<file path="config.mk">
export PLATFORM = sky130hd
export DESIGN_NAME = score_collector
export DESIGN_NICKNAME = d
export VERILOG_FILES = /design/src/rtl/nn_pkg.sv /design/src/rtl/relu_quant.sv /design/src/rtl/score_collector.sv
export SDC_FILE = /design/constraint.sdc
export NUM_CORES = 1
export LEC_CHECK = 0
export CORE_ASPECT_RATIO = 0.8
export CORE_UTILIZATION = 45
export CTS_CLUSTER_SIZE = 24
export DETAILED_ROUTE_END_ITERATION = 10
export MAX_ROUTING_LAYER = met4
export PLACE_DENSITY_LB_ADDON = 0.3
export RECOVER_POWER = 100
export SLEW_MARGIN = 20
export SYNTH_ARGS = -nofsm -noshare
export SYNTH_HDL_FRONTEND = slang
export SYNTH_HIERARCHICAL = 1
export SYNTH_SLANG_ARGS = --single-unit
</file>
<file path="constraint.sdc">
create_clock -name clk -period 5.6 [get_ports clk]
set_input_delay 0.56 -clock clk [delete_from_list [all_inputs] [get_ports clk]]
set_output_delay 0.56 -clock clk [all_outputs]
set_load 0.02 [all_outputs]
</file>
<file path="src/rtl/nn_pkg.sv">
// rtl/nn_pkg.sv - shared constants, state encoding and lane offset helper for the score path
package nn_pkg;

  localparam int NUM_PE = 10;
  localparam int DATA_W = 8;
  localparam int ACC_W  = 16;

  typedef enum logic {COLLECT, FULL} state_t;

  function automatic int lane_lo(input int lane, input int width);
    return lane * width;
  endfunction

endpackage

</file>
<file path="src/rtl/relu_quant.sv">
// rtl/relu_quant.sv - arithmetic shift, ReLU and saturation of one accumulator to a lane score
module relu_quant #(
  parameter int ACC_W  = 16,
  parameter int DATA_W = 8,
  parameter int SHIFT  = 4
) (
  input  logic signed [ACC_W-1:0]  acc,
  output logic        [DATA_W-1:0] q
);

  logic signed [ACC_W-1:0] shifted;

  // Floor rounding comes for free from the arithmetic shift on a signed operand.
  always_comb begin
    shifted = acc >>> SHIFT;
    if (shifted[ACC_W-1]) begin
      q = '0;
    end else if (|shifted[ACC_W-2:DATA_W]) begin
      q = '1;
    end else begin
      q = shifted[DATA_W-1:0];
    end
  end

endmodule

</file>
<file path="src/rtl/score_collector.sv">
// rtl/score_collector.sv - collects per-lane accumulator results into the packed score vector
module score_collector #(
  parameter int NUM_PE = nn_pkg::NUM_PE,
  parameter int DATA_W = nn_pkg::DATA_W,
  parameter int ACC_W  = nn_pkg::ACC_W,
  parameter int SHIFT  = 4,
  parameter int IDX_W  = 4
) (
  input  logic                     clk,
  input  logic                     reset,
  input  logic [ACC_W-1:0]         psum,
  input  logic                     psum_valid,
  input  logic                     psum_last,
  output logic                     psum_ready,
  output logic [NUM_PE*DATA_W-1:0] vec_out,
  output logic                     vec_valid,
  input  logic                     vec_ready,
  output logic                     frame_err
);
  import nn_pkg::*;

  state_t                  state_q;
  state_t                  state_d;
  logic [IDX_W-1:0]        count_q;
  logic [NUM_PE*DATA_W-1:0] vec_q;
  logic                    err_q;
  logic [DATA_W-1:0]       lane_score;
  logic                    accept;
  logic                    last_lane;
  logic                    close;
  logic                    handshake;

  relu_quant #(
    .ACC_W  (ACC_W),
    .DATA_W (DATA_W),
    .SHIFT  (SHIFT)
  ) u_quant (
    .acc (psum),
    .q   (lane_score)
  );

  // Ready drops combinationally with reset so nothing is taken while it is held.
  assign psum_ready = (state_q == COLLECT) && !reset;
  assign vec_valid  = (state_q == FULL);
  assign vec_out    = vec_q;
  assign frame_err  = err_q;

  always_comb begin
    state_d   = state_q;
    accept    = psum_valid && psum_ready;
    last_lane = (count_q == IDX_W'(NUM_PE - 1));
    close     = accept && (psum_last || last_lane);
    handshake = (state_q == FULL) && vec_ready;
    case (state_q)
      COLLECT: if (close) state_d = FULL;
      FULL:    if (vec_ready) state_d = COLLECT;
      default: state_d = COLLECT;
    endcase
  end

  always_ff @(posedge clk or posedge reset) begin
    if (reset) begin
      state_q <= COLLECT;
      count_q <= '0;
      vec_q   <= '0;
      err_q   <= 1'b0;
    end else begin
      state_q <= state_d;
      if (accept) begin
        for (int k = 0; k < NUM_PE; k++) begin
          if (count_q == IDX_W'(k)) begin
            vec_q[lane_lo(k, DATA_W) +: DATA_W] <= lane_score;
          end
        end
        count_q <= close ? '0 : count_q + IDX_W'(1);
      end
      // A clean frame has psum_last exactly on the final lane; any other closing is a framing error.
      if (close) begin
        err_q <= psum_last ^ last_lane;
      end
      if (handshake) begin
        vec_q <= '0;
        err_q <= 1'b0;
      end
    end
  end

endmodule

</file>
# Word level (Yosys, flattened, before mapping)
# Cells that the tools add are included.
# word_totals
elab_cells,75
inputBits,21
regBits,86
out_inout_bits,83
# classes
n_reduce_logical,30
mux,20
eq_ne,9
n_bitwise,2
addsub,1
# ops
operator,count
$mux W80,2
$mux W8,12
$reduce_bool A2 Y1,12
$reduce_and A2 Y1,10
$eq A4 B3 Y1 const B,4
$eq A4 B2 Y1 const B,2
$eq A4 B4 Y1 const B,2
$add A4 B1 Y4 const B,1
$eq A4 B1 Y1 const B,1
$logic_and A1 B1 Y1,4
$logic_not A4 Y1,1
$mux W1,4
$mux W4,1
$reduce_or A4 Y1,1
$pmux W1 S2,1
$logic_not A1 Y1,1
$logic_or A1 B1 Y1,1
$not A1 Y1,1
$xor A1 B1 Y1,1

# Depth between registers and ports, before layout
# depth
depth_word,6
mapped_depth,8
mapped_depth_nobuf,7

# By module
# Netlist, hierarchy kept.
# by_module_without_submodules
module,area_each_um2,cells_per_inst,seq_area_each_um2,n_inst
score_collector,3968.8,386,2152.1,1
relu_quant,92.6,19,0.0,1

# Worst setup path after synthesis
# Ideal clock, no wire load.
# synth_path
kind,reg-to-reg
from,register count_q[3]
to,register count_q[3]
stages_incl_launch_ff,9
path_buffers,2
period_less_slack_ns,1.647
required_ns,5.471
t_arrival_ns,1.518
setup_ns,0.129
setup_slack_ns,3.953
path_cell_list,dfrtp_1 -> nor2b_1 -> buf_2 -> clkbuf_2 -> nand2_1 -> ha_1 -> and2_1 -> a22oi_1 -> o31ai_1
# synth_via
elab_chain_cells,4
word_cells_on_any_way,5
cone_classes,add/sub (1); eq/ne (1); mux (1); reduce/logical (2)
# synth_lines
element,line,rtl
"start, declared",score_collector.sv:24,logic [IDX_W-1:0] count_q;
"start signal, assigned",score_collector.sv:75,count_q <= close ? '0 : count_q + IDX_W'(1);
"parallel branches: the longest is 3 deep, another holds $add A4 B1 Y4",-,
$mux W4 (*),score_collector.sv:75,
# Mark *: on every way between the ends.
# A chain may end at the register's enable or synchronous reset.

# Final worst setup path
# layout_path
from,input reset
to,"register vec_q[74], in the netlist vec_out[74]"
# layout_via
elab_chain_cells,5
# layout_lines
element,line,rtl
"start, declared",score_collector.sv:10,"input logic reset,"
$logic_not A1 Y1 (no source line),-,
$logic_and A1 B1 Y1,score_collector.sv:43,assign psum_ready = (state_q == COLLECT) && !reset;
$logic_and A1 B1 Y1,score_collector.sv:50,accept = psum_valid && psum_ready;
$reduce_bool A2 Y1 (no source line),-,
$reduce_and A2 Y1 (no source line),-,
"end signal, assigned by index",score_collector.sv:72,"vec_q[lane_lo(k, DATA_W) +: DATA_W] <= lane_score;"
"end, declared",score_collector.sv:25,logic [NUM_PE*DATA_W-1:0] vec_q;
# Every way passes these cells.

==> results.py <==
metrics = {
    "finish": {
        "layout.cells.most_common": "dfrtp_1",
        "design.final.nets": 508,
        "finish.cell_count_without_fillers": 599,
        "layout.cells.most_common_list": "86 x dfrtp_1, 84 x dlygate4sd3_1, 55 x nand2_1",
        "synthToLayoutAreaGrowth_pct": 28.71,
        "post_route_cells_drive_above_1_share_pct": 11.91,
        "num_antenna_cells": 0,
    },
    "setup_path": {
        "setup.worst_path.start_class": "primary input",
        "critical-path-max-stage-delay_ns": 1.38,
        "cp.buffers_inverters": 2,
        "worst_ep_required_time_ns": 5.82,
        "critPathSlowestCell": "nor4bb_1",
        "worstSetupEndpointType": "flop",
        "crit_path_category": "in2reg",
        "worstPathCellList": "dlygate4sd3_1, nor4bb_1, clkbuf_1, nand2_1, a31o_2",
        "worstPathArrival_ns": 4.01,
        "cp_max_fo": 18,
        "timing.critical_path.max_delay_family": "simple AND/OR/NAND/NOR gates",
    },
    "synth": {
        "syn-instance-count": 405,
        "synth_enable_flop_cells": 0,
        "synth_seq_area_share_pct": 52.99,
        "syn_avg_cell_area_sq_um": 10.03,
        "synth_top_flop_cell": "dfrtp_1",
        "ys_types": 33,
        "ffs_w_async_s_r_synth_pct": 100.0,
        "syn_area_sq_um": 4061,
        "synth.net_count": 431,
        "synth-warning-count": 6,
        "ys_seq_elements": 86,
    },
    "min_path": {
        "holdCritPathClass": "reg2reg",
    },
    "floorplanning": {
        "floorplan.die_area_sq_um": 9411,
        "die_width_um": 108.2,
        "die-height_um": 86.97,
        "num_io_pins": 104,
        "floorplan.core_area_sq_um": 8633,
        "initial_utilization_pct": 47.04,
        "std_cell_rows": 30,
    },
    "timing": {
        "period_needed_ns": 3.790,
        "final-max-slew-violation-count": 49,
        "hold_violations": 0,
        "final_number_of_setup_violating_endpoints": 0,
        "post-route-period-util_pct": 67.68,
        "timing.max_slew.rel_slack_pct": -12.33,
        "fin_skew_ns": 0.01047,
        "worst_slew_pin_slew_ns": 1.662,
        "fmax_ghz": 0.2638,
        "totalNegativeSetupSlack_ns": 0,
        "grt_setup_unrepaired": "false",
    },
    "global_routing": {
        "antenna_found_initial": 0,
        "number_of_global_route_vias_before_repair": 3107,
        "globalRouteTotalUtil_pct": 24.20,
        "globalRouteOverflowTotal": 0,
        "grt_pass1_wl_um": 16700,
        "largest_net_degree_at_the_start_of_global_routing": 81,
    },
    "power": {
        "power.density_nw_per_um2": 395.4,
        "post-layout-total-power_mw": 2.067,
        "vdd_ir_drop_max_uv": 210.8,
        "total_leakage_power_nw": 2.568,
    },
    "cts": {
        "cts_root_buf": "clkbuf_16",
        "clkTransAtPathRegs_ns": 0.06,
        "worst_skew_pair.late_latency_ns": 0.34,
        "clk_path_buf_depth": 2,
        "htree_levels": 3,
        "cts_inserted_buffers": 9,
        "tritoncts": "yes",
        "cts_setup_buffers": 0,
        "clock-sinks": 86,
        "postCtsResizedCells": 0,
        "cts.hold.buffers_added": 0,
    },
    "status": {
        "failed_checks": "capacitance limit, slew limit",
        "status": "finished with violations",
    },
    "placement": {
        "placed_cells_incl_taps": 583,
        "dp_hpwl_um": 6561,
        "gp_routability_congestion": 0.8029,
        "io_buffers": 99,
    },
    "routing": {
        "first_iter_violations": 209,
        "dr_total_vias": 3377,
        "wirelength_um": 10290,
        "postRouteAntennaNets": 0,
        "drcViolationCount": 0,
        "first_pass_iters": 4,
        "avgRoutedWirePerCell_um": 17.18,
        "avgViaCountPerCell": 5.638,
    },
    "run": {
        "max_cap_viol_count": 2,
    },
}
-- registers in the layout, summed over array words and instances (netlist names) --
register and flops:
count_q 4, vec_out 80, vec_valid 1, frame_err 1
-- cells in the mapped netlist, drive strengths merged, types with 3 or more instances --
cell type,n,area (sq um)
nor4bb,4,61.31
nor2,11,48.80
clkbuf,13,52.55
a31o,32,280.3
o21ai,53,302.8
and3,32,200.2
nand2,56,225.2
buf,31,242.7
a21oi,9,45.04
ha,5,62.56
and2,8,50.05
nor2b,3,18.77
dfrtp,86,2152
nand3,51,255.2
inv,5,18.77
-- stage by stage --
step	hold WS (ns)	utilization, %	instance area, sq um	worst slack (ns)
2_1_floorplan	0.5001	-	4061	2.818
3_3_place_gp	0.4913	58.03	5010	2.820
3_5_place_dp	0.5002	58.07	5014	2.775
4_1_cts	0.5140	61.48	5308	3.051
5_1_grt	0.5130	60.55	5228	1.554
6_report	0.5001	60.55	5228	1.810
-- routing by layer --
metal,GRT usage (%),vias to the layer above,share of wire (%)
met5,-,-,0
met4,4.234,0,0.57
met3,4.712,6,6.0
met2,37.46,120,48
met1,33.61,1681,45
li1,-,1570,-
-- power by group --
part           internal (mW)  total (mW)  switching, mW
sequential             0.750       0.838         0.0876
combinational          0.269       0.652          0.384
clock                  0.328       0.577          0.249
total                   1.35        2.07          0.720
-- layout make-up --
class	instances	area [sq um]
Multi-Input combinational cell	270	1563
Tap cell	112	140.1
Clock buffer	11	252.7
Sequential cell	86	2152
Fill cell	775	3406
Timing Repair Buffer	110	1059
Clock inverter	5	41.29
Inverter	5	20.02
-- path summary, 6_finish.rpt --
check	depth (start not counted)	endpoint	slack, ns	startpoint
max	5	vec_out[74]	1.81	reset
min	1	vec_out[63]	0.50	vec_out[63]
max reg2reg	6	vec_out[74]	2.13	count_q[1]
min reg2reg	1	vec_out[63]	0.50	vec_out[63]
max in group asynchronous	3	vec_out[40]	3.08	reset
min in group asynchronous	2	frame_err	1.25	reset
-- logic make-up (layout without fill, tap and decap cells) --
group	count (synthesis)	count (layout)	share of synthesized area (%)
compound gates	97	97	15.99
buf+inv	49	131	7.733
simple gates	168	168	21.75
flops	86	86	52.99
fa+ha+maj	5	5	1.540
No activity file was read; power rests on OpenSTA's default activity.
